### src/rtl/bcd_score_display.sv
// BCD score counter with a best-score register, feeding a multiplexed common-anode
// 7-segment display that shows the score, the best score or the game-over message.
module bcd_score_display #(
    parameter int NDIGITS  = 4,
    parameter int SCAN_DIV = 4,
    parameter int SATURATE = 0,
    parameter int BLANK_LZ = 1
) (
    input  logic                   clk,
    input  logic                   reset,
    input  logic                   enable,
    input  logic                   inc,
    input  logic [3:0]             add_val,
    input  logic                   clear,
    input  logic                   lose,
    input  logic                   show_best,
    output logic [4*NDIGITS-1:0]   score_bcd,
    output logic [4*NDIGITS-1:0]   best_bcd,
    output logic                   overflow,
    output logic [NDIGITS-1:0]     anodes,
    output logic [6:0]             cathodes
);

    localparam int W  = 4 * NDIGITS;
    localparam int CW = (SCAN_DIV > 1) ? $clog2(SCAN_DIV) : 1;
    localparam int IW = (NDIGITS > 1) ? $clog2(NDIGITS) : 1;

    // Cathode patterns, active-low, bit order {g,f,e,d,c,b,a}
    localparam logic [6:0] SEG_D     = 7'b0100001;
    localparam logic [6:0] SEG_E     = 7'b0000110;
    localparam logic [6:0] SEG_A     = 7'b0001000;
    localparam logic [6:0] SEG_BLANK = 7'b1111111;

    function automatic logic [6:0] digit_seg(input logic [3:0] d);
        logic [6:0] s;
        s = SEG_BLANK;
        case (d)
            4'd0: s = 7'b1000000;
            4'd1: s = 7'b1111001;
            4'd2: s = 7'b0100100;
            4'd3: s = 7'b0110000;
            4'd4: s = 7'b0011001;
            4'd5: s = 7'b0010010;
            4'd6: s = 7'b0000010;
            4'd7: s = 7'b1111000;
            4'd8: s = 7'b0000000;
            4'd9: s = 7'b0010000;
            default: s = SEG_BLANK;
        endcase
        return s;
    endfunction

    logic [W-1:0]      score_reg, score_next;
    logic [W-1:0]      best_reg, best_next;
    logic              overflow_reg, overflow_next;
    logic              lose_q_reg;
    logic [CW-1:0]     cnt_reg, cnt_next;
    logic [IW-1:0]     idx_reg, idx_next, idx_inc;
    logic [NDIGITS-1:0] anodes_reg, anodes_next, anodes_sel;
    logic [6:0]        cathodes_reg, cathodes_next;

    logic [3:0]        add_clamped;
    logic [W-1:0]      sum_bcd;
    logic [NDIGITS:0]  carry;
    logic [W-1:0]      disp_val;
    logic [6:0]        pos_seg [NDIGITS];

    assign add_clamped = (add_val > 4'd9) ? 4'd9 : add_val;
    assign carry[0]    = 1'b0;

    // Ripple BCD adder: the clamped addend enters digit 0, carries ripple upward.
    genvar gi;
    generate
        for (gi = 0; gi < NDIGITS; gi++) begin : g_add
            logic [4:0] addend;
            logic [4:0] raw;
            logic [4:0] adj;
            if (gi == 0) begin : g_lsd
                assign addend = {1'b0, add_clamped};
            end else begin : g_upper
                assign addend = {4'b0000, carry[gi]};
            end
            assign raw            = {1'b0, score_reg[4*gi +: 4]} + addend;
            assign adj            = raw - 5'd10;
            assign carry[gi+1]    = (raw > 5'd9);
            assign sum_bcd[4*gi +: 4] = carry[gi+1] ? adj[3:0] : raw[3:0];
        end
    endgenerate

    always_comb begin
        score_next    = score_reg;
        overflow_next = 1'b0;
        if (clear) begin
            score_next = '0;
        end else if (lose) begin
            score_next = score_reg;
        end else if (inc) begin
            if (carry[NDIGITS]) begin
                overflow_next = 1'b1;
                score_next    = (SATURATE != 0) ? {NDIGITS{4'h9}} : sum_bcd;
            end else begin
                score_next = sum_bcd;
            end
        end
    end

    // Packed BCD orders the same as its decimal value, so a plain unsigned compare works.
    always_comb begin
        best_next = best_reg;
        if (lose && !lose_q_reg && (score_reg > best_reg)) begin
            best_next = score_reg;
        end
    end

    assign disp_val = show_best ? best_reg : score_reg;

    generate
        for (gi = 0; gi < NDIGITS; gi++) begin : g_pos
            logic [6:0] msg_seg;
            logic       blank;
            if (gi == 3) begin : g_m3
                assign msg_seg = SEG_D;
            end else if (gi == 2) begin : g_m2
                assign msg_seg = SEG_E;
            end else if (gi == 1) begin : g_m1
                assign msg_seg = SEG_A;
            end else if (gi == 0) begin : g_m0
                assign msg_seg = SEG_D;
            end else begin : g_mb
                assign msg_seg = SEG_BLANK;
            end
            if (gi == 0 || BLANK_LZ == 0) begin : g_noblank
                assign blank = 1'b0;
            end else begin : g_lz
                assign blank = (disp_val[W-1:4*gi] == '0);
            end
            assign pos_seg[gi] = lose  ? msg_seg :
                                 blank ? SEG_BLANK :
                                         digit_seg(disp_val[4*gi +: 4]);
            assign anodes_sel[gi] = (idx_inc != IW'(gi));
        end
    endgenerate

    assign idx_inc = (idx_reg == IW'(NDIGITS - 1)) ? '0 : idx_reg + 1'b1;

    // Anodes and cathodes are loaded together at the scan step, so no ghost cycle exists.
    always_comb begin
        cnt_next      = cnt_reg;
        idx_next      = idx_reg;
        anodes_next   = anodes_reg;
        cathodes_next = cathodes_reg;
        if (enable) begin
            if (cnt_reg == CW'(SCAN_DIV - 1)) begin
                cnt_next      = '0;
                idx_next      = idx_inc;
                anodes_next   = anodes_sel;
                cathodes_next = pos_seg[idx_inc];
            end else begin
                cnt_next = cnt_reg + 1'b1;
            end
        end
    end

    always_ff @(posedge clk) begin
        if (reset) begin
            score_reg    <= '0;
            best_reg     <= '0;
            overflow_reg <= 1'b0;
            lose_q_reg   <= 1'b0;
            cnt_reg      <= '0;
            idx_reg      <= '0;
            anodes_reg   <= '1;
            cathodes_reg <= '1;
        end else begin
            score_reg    <= score_next;
            best_reg     <= best_next;
            overflow_reg <= overflow_next;
            lose_q_reg   <= lose;
            cnt_reg      <= cnt_next;
            idx_reg      <= idx_next;
            anodes_reg   <= anodes_next;
            cathodes_reg <= cathodes_next;
        end
    end

    assign score_bcd = score_reg;
    assign best_bcd  = best_reg;
    assign overflow  = overflow_reg;
    assign anodes    = anodes_reg;
    assign cathodes  = cathodes_reg;

endmodule

### config.mk
export PLATFORM = sky130hd
export DESIGN_NAME = bcd_score_display
export DESIGN_NICKNAME = d
export VERILOG_FILES = /design/src/rtl/bcd_score_display.sv
export SDC_FILE = /design/constraint.sdc
export NUM_CORES = 1
export LEC_CHECK = 0
export BUFFER_PORTS_ARGS = -buffer_cell sky130_fd_sc_hd__buf_2
export CORE_ASPECT_RATIO = 2
export CORE_MARGIN = 5
export CORE_UTILIZATION = 60
export CTS_BUF_LIST = sky130_fd_sc_hd__clkbuf_4
export DETAILED_ROUTE_END_ITERATION = 8
export GPL_ROUTABILITY_DRIVEN = 0
export HOLD_SLACK_MARGIN = 0.05
export PLACE_DENSITY_LB_ADDON = 0.15
export SETUP_SLACK_MARGIN = 0.2
export SLEW_MARGIN = 5
export SYNTH_ARGS = -nofsm -noshare
export SYNTH_HDL_FRONTEND = slang
export SYNTH_SLANG_ARGS = --single-unit
### constraint.sdc
create_clock -name clk -period 20.3 [get_ports clk]
set_clock_uncertainty 0.2 [all_clocks]
set_input_delay 2.03 -clock clk [delete_from_list [all_inputs] [get_ports clk]]
set_output_delay 2.03 -clock clk [all_outputs]
set_load 0.02 [all_outputs]
# ---- Word-level counts from Yosys, hierarchy flattened
# Memory sizes are Yosys's and may differ from the RTL's.
# Index checks and enable logic that the tools add are counted.
dict set report word_totals {
  in_bits 11
  wordCells 67
  mem_bits_ro 448
  mem_count 4
  register_bits 49
}
# name words word_bits rd rd_clocked_by_memory_dff wr line_no
set mem_list {}
lappend mem_list {{(no name shown)} 16 7 1 0 0 37} ;# case (d)
lappend mem_list {{(no name shown)} 16 7 1 0 0 37}
lappend mem_list {{(no name shown)} 16 7 1 0 0 37}
lappend mem_list {{(no name shown)} 16 7 1 0 0 37}
dict set report op_classes {
  n_eq_ne 5
  n_reduce_logical 11
  muxes 19
  bitwise_logic 3
  order_cmp 7
  add_sub_neg 10
}
# operator count
set op_table {}
lappend op_table {{two-way mux 7 bit} 9}
lappend op_table {{greater-than comparator 5 x 4 -> 1 bit, second input constant} 4}
lappend op_table {{two-way mux 4 bit} 5}
lappend op_table {{greater-than comparator 16 bit} 1}
lappend op_table {{two-way mux 16 bit} 1}
lappend op_table {{subtractor 4 bit, second input constant} 4}
lappend op_table {{adder 4 x 1 -> 5 bit} 3}
lappend op_table {{binary-select mux 7 bit (select 2 bit)} 1}
lappend op_table {{logical NOT 12 bit} 1}
lappend op_table {{logical NOT 8 bit} 1}
lappend op_table {{adder 4 x 4 -> 5 bit} 1}
lappend op_table {{adder 2 x 1 -> 2 bit, second input constant} 2}
lappend op_table {{equality test 2 bit, second input constant} 2}
lappend op_table {{greater-than comparator 4 bit, second input constant} 1}
lappend op_table {{logical NOT 4 bit} 1}
lappend op_table {{two-way mux 2 bit} 2}
lappend op_table {{!= test 2 bit, second input constant} 2}
lappend op_table {{AND reduction 2 bit} 2}
lappend op_table {{OR reduction 4 bit} 1}
lappend op_table {{greater-or-equal comparator 3 bit, second input constant} 1}
lappend op_table {{inverter 2 -> 3 bit} 1}
lappend op_table {{logical AND 1 bit} 2}
lappend op_table {{!= test 2 x 1 -> 1 bit, second input constant} 1}
lappend op_table {{inverter 1 bit} 2}
lappend op_table {{4 further kinds} 4}

# ---- Depth between registers and ports, before layout
dict set report depth {
  depth_word 11
  depth_mapped 37
  ltp_nobuf 36
}

# ---- Worst setup path before layout
# No wires, ideal clock.
dict set report synth_timing {
  path_type {input port to flip-flop}
  from {input port add_val[1]}
  to {register score_reg[15], in the netlist score_bcd[15]}
  required_ns 19.978
  arrival_ns 8.142
  slack_ns 11.836
  path_stages 35
  cell_sequence {o21ai_0 -> nand2b_1 -> ha_1 -> inv_1 -> fa_1 -> xor2_1 -> ha_1 -> a21oi_1 -> a21boi_0 -> inv_1 -> ha_1 -> ha_1 -> clkbuf_1 -> xnor2_1 -> ha_1 -> a21bo_2 -> nand2_1 -> o21ai_0 -> a31oi_1 -> inv_1 -> ha_1 -> ha_1 -> xnor2_1 -> ha_1 -> nand2_1 -> a211o_1 -> nand2_1 -> ha_1 -> ha_1 -> xnor2_1 -> ha_1 -> nor2b_1 -> o31ai_1 -> nand2_1 -> o311a_1}
}
dict set report synth_via {
  elab_chain_cells 11
  word_cells_on_any_way 12
}
# element line_no
set synth_lines {}
lappend synth_lines {{start, declared} 13} ;# input logic [3:0] add_val,
lappend synth_lines {{greater-than comparator 4 bit} 68} ;# assign add_clamped = (add_val > 4'd9) ? 4'd9 : add_val;
lappend synth_lines {{two-way mux 4 bit (*)} 68}
lappend synth_lines {{adder 4 x 4 -> 5 bit (*)} 83} ;# assign raw = {1'b0, score_reg[4*gi +: 4]} + addend;
lappend synth_lines {{greater-than comparator 5 x 4 -> 1 bit (*)} 85} ;# assign carry[gi+1] = (raw > 5'd9);
lappend synth_lines {{adder 4 x 1 -> 5 bit (*)} 83}
lappend synth_lines {{greater-than comparator 5 x 4 -> 1 bit (*)} 85}
lappend synth_lines {{adder 4 x 1 -> 5 bit (*)} 83}
lappend synth_lines {{greater-than comparator 5 x 4 -> 1 bit (*)} 85}
lappend synth_lines {{adder 4 x 1 -> 5 bit (*)} 83}
lappend synth_lines {{subtractor 4 bit or greater-than comparator 5 x 4 -> 1 bit (tied branches)} {84, 85}}
lappend synth_lines {{two-way mux 4 bit (*)} 86} ;# assign sum_bcd[4*gi +: 4] = carry[gi+1] ? adj[3:0] : raw[3:0];
lappend synth_lines {{end signal, assigned} 175} ;# score_reg <= score_next;
lappend synth_lines {{end, declared} 53} ;# logic [W-1:0] score_reg, score_next;
# Mark *: on every way between the ends. The rest lies on a longest branch, timed or not.
# A chain may end at the register's enable or synchronous reset.

# ---- Worst setup path after layout
dict set report layout_timing {
  from {input port add_val[3]}
  to {register score_reg[15], in the netlist score_bcd[15]}
}
# Same word-level chain as after synthesis.

==> impl_metrics.csv <==
group,metric,value,unit
run_status,status,"finished clean",
clock_network,cts_resized,0,
pwr,p_per_area,40.3,nW/um^2
sta,rsz0062_at_grt,"false",
clock_network,hold_buffers,0,
placed_design,io_buffers,54,
die,die_w,71.1,um
die,core,7270,um^2
placed_design,dp_hpwl,8.77,mm
die,fp-row-count,44,
critical_path,crit_top_cell,"ha_1",
sta,finalHoldViolations,0,
drt,drc_errors,0,
synthesis,synth_common_cells,"nor2_1 (62), ha_1 (60), dfxtp_1 (49)",
drt,via_count,4263,
global_routing,grt_pass1_vias,4209,
sta,fin_setup_tns,0,ps
synthesis,synthFlopType,"dfxtp_1",
global_routing,overflow,0,
global_routing,antenna_found_initial,1,
pwr,ir_worst_vdd,0.0449,mV
die,dieHeight,132,um
synthesis,async_reset_ff_share,0,%
pwr,power_leakage,2.23,nW
synthesis,synth_area_leader_cell,"dfxtp_1",
synthesis,ys.warnings.count,0,
clock_network,clk_latency,390,ps
final_layout,instances_no_fill,696,
clock_network,cts_buffer_depth,2,
synthesis,netlist_instances,569,
sta,period_needed,8900,ps
critical_path,slowest_stage,"fa_1",
synthesis,synth_edf_count,0,
die,ios,55,
sta,fmax,0.112,GHz
critical_path,critPathLaunchType,"primary input",
synthesis,syn_area,4480,um^2
critical_path,crit_family,"adder cells",
critical_path,critical_path_buf_inv_count,4,
critical_path,cp-end-kind,"register",
sta,drv_slew,0,
final_layout,multiInputGateArea,3180,um^2
synthesis,synthTopCellsByArea,"dfxtp_1 (22%), ha_1 (17%), mux2i_1 (6.9%)",
sta,slew_headroom,27.3,%
min_path,hold_class,"register to register",
final_layout,syn_to_final_growth,7.15,%
die,start_util,61.7,%
clock_network,cts_buffers,5,
clock_network,cts_tree,"done",
critical_path,crit_arrival,9000,ps
sta,period_share,43.8,%
placed_design,placed_cells,687,
final_layout,ff_latch_area,981,um^2
final_layout,fill_cells,649,
global_routing,grt_max_degree,49,
critical_path,crit_type,"primary input to register",
global_routing,grt_pass1_wl,19.2,mm
clock_network,postCtsSetupRepairBufs,0,
drt,firstDrtPassIters,4,
drt,drt_iter0_drc,313,
flow_run,maxCapViolations,0,
critical_path,required,20400,ps
synthesis,synth.most_common_cell,"nor2_1",
drt,ant_nets,0,
drt,wl_per_cell,16.5,um
synthesis,yosysTopAreaCellShare,21.9,%
critical_path,critical-path-max-stage-delay,390,ps
global_routing,track_usage,24.7,%
critical_path,critPathMaxFanout,8,
final_layout,drive_above_1_share,13.8,%
synthesis,ys_types,68,
synthesis,syn-num-nets,641,
final_layout,nets,674,
clock_network,path_clk_slew,150,ps
clock_network,cts_root_buf,"clkbuf_4",
clock_network,cts.sinks,49,
sta,worst_slew_pin_slew,1090,ps
drt,avgViaCountPerCell,6.13,
synthesis,ys_ff_latch,49,
drt,drt_wl_total,11.5,mm
clock_network,cts-htree-levels,2,
die,dieArea,9400,um^2
sta,setup_viol,0,
synthesis,syn_area_per_cell,7.87,um^2
synthesis,synth-seq-area-share,21.9,%
## layout make-up
| type | instances | area share (%) |
|---|---|---|
| sequential | 49 | 20.4 |
| clock buffer | 5 | 0.782 |
| multi-input combinational | 449 | 66.3 |
| tap | 92 | 2.40 |
| clock inverter | 3 | 0.860 |
| antenna | 1 | 0.0521 |
| timing repair buffer | 56 | 5.94 |
| inverter | 41 | 3.21 |
## metal layers
layer	track usage [%]	vias to the layer above	part of all wire (%)
met2	45.8	128	54
met4	12.7	0	4.2
met5	0	-	0
met3	3.66	38	3.8
li1	-	2098	-
met1	26.0	1999	38
## worst reg2reg max path, delay by kind of cell (launching register included)
family / cells / cell delay, ps
xor+xnor: 4 / 950
compound gates: 8 / 1960
buf+inv: 3 / 220
simple gates: 5 / 580
fa+ha+maj: 12 / 3030
flops: 1 / 470
## cells in the final DEF, fill, tap and decap left out, types with 3 or more instances in the layout
cell | netlist | routed
ha_1 | 60 | 60
o211ai_1 | 5 | 5
o22ai_1 | 3 | 3
a211o_1 | 6 | 6
a21boi_0 | 4 | 4
nor3_1 | 7 | 7
dfxtp_1 | 49 | 49
nand4_1 | 3 | 3
or3_1 | 6 | 6
inv_1 | 41 | 41
nor2b_1 | 15 | 15
nor2_1 | 62 | 62
xnor2_1 | 10 | 10
a211oi_1 | 7 | 7
xor2_1 | 3 | 3
buf_2 | 9 | 54
clkbuf_4 | 0 | 5
o32ai_1 | 3 | 3
nand3_1 | 12 | 12
mux2i_1 | 31 | 31
a21oi_1 | 48 | 48
o221ai_1 | 4 | 4
nand2_1 | 45 | 45
nor4_1 | 4 | 4
o21ai_0 | 28 | 28
a221o_1 | 4 | 4
a21o_1 | 6 | 6
o31ai_1 | 5 | 5
and3_1 | 4 | 4
a31oi_1 | 8 | 8
nand2b_1 | 4 | 4
mux2_2 | 5 | 5
or2_2 | 5 | 5
## through the flow
stage | worst slack [ps] | utilization, % | instance area, um^2 | hold WS, ps | total power, mW
5_1_grt | 10760 | 66.1 | 4800 | 298 | 0.202
3_3_place_gp | 11420 | 64.9 | 4720 | 239 | 0.135
3_5_place_dp | 11010 | 64.9 | 4720 | 243 | 0.136
2_1_floorplan | 11840 | - | 4480 | 265 | 0.129
4_1_cts | 11450 | 66.0 | 4800 | 277 | 0.195
6_report | 11400 | 66.1 | 4800 | 274 | 0.193
## where the power goes
part	switching, mW	internal, mW	leakage [nW]
registers	0.00188	0.0977	0.396
logic	0.0210	0.0137	1.79
clock network	0.0337	0.0255	0.0389
## final timing paths
kind | startpoint | cells after the start | slack [ps] | endpoint
max | add_val[3] | 35 | 11400 | score_bcd[15]
max reg2reg | score_bcd[0] | 32 | 12790 | score_bcd[15]
min | anodes[2] | 1 | 270 | anodes[2]
min reg2reg | anodes[2] | 1 | 270 | anodes[2]
## cell families (layout without fill, tap and decap cells)
family	Yosys count	in the layout	share of synthesized area (%)
xor+xnor	13	13	2.54
fa+ha+maj	61	61	17.2
buf+inv	71	105	7.04
flops	49	49	21.9
compound gates	159	159	23.8
other cells	0	1	0
simple gates	179	179	19.0
mux	37	37	8.52
Note: power is estimated with default switching activity, not from simulation.
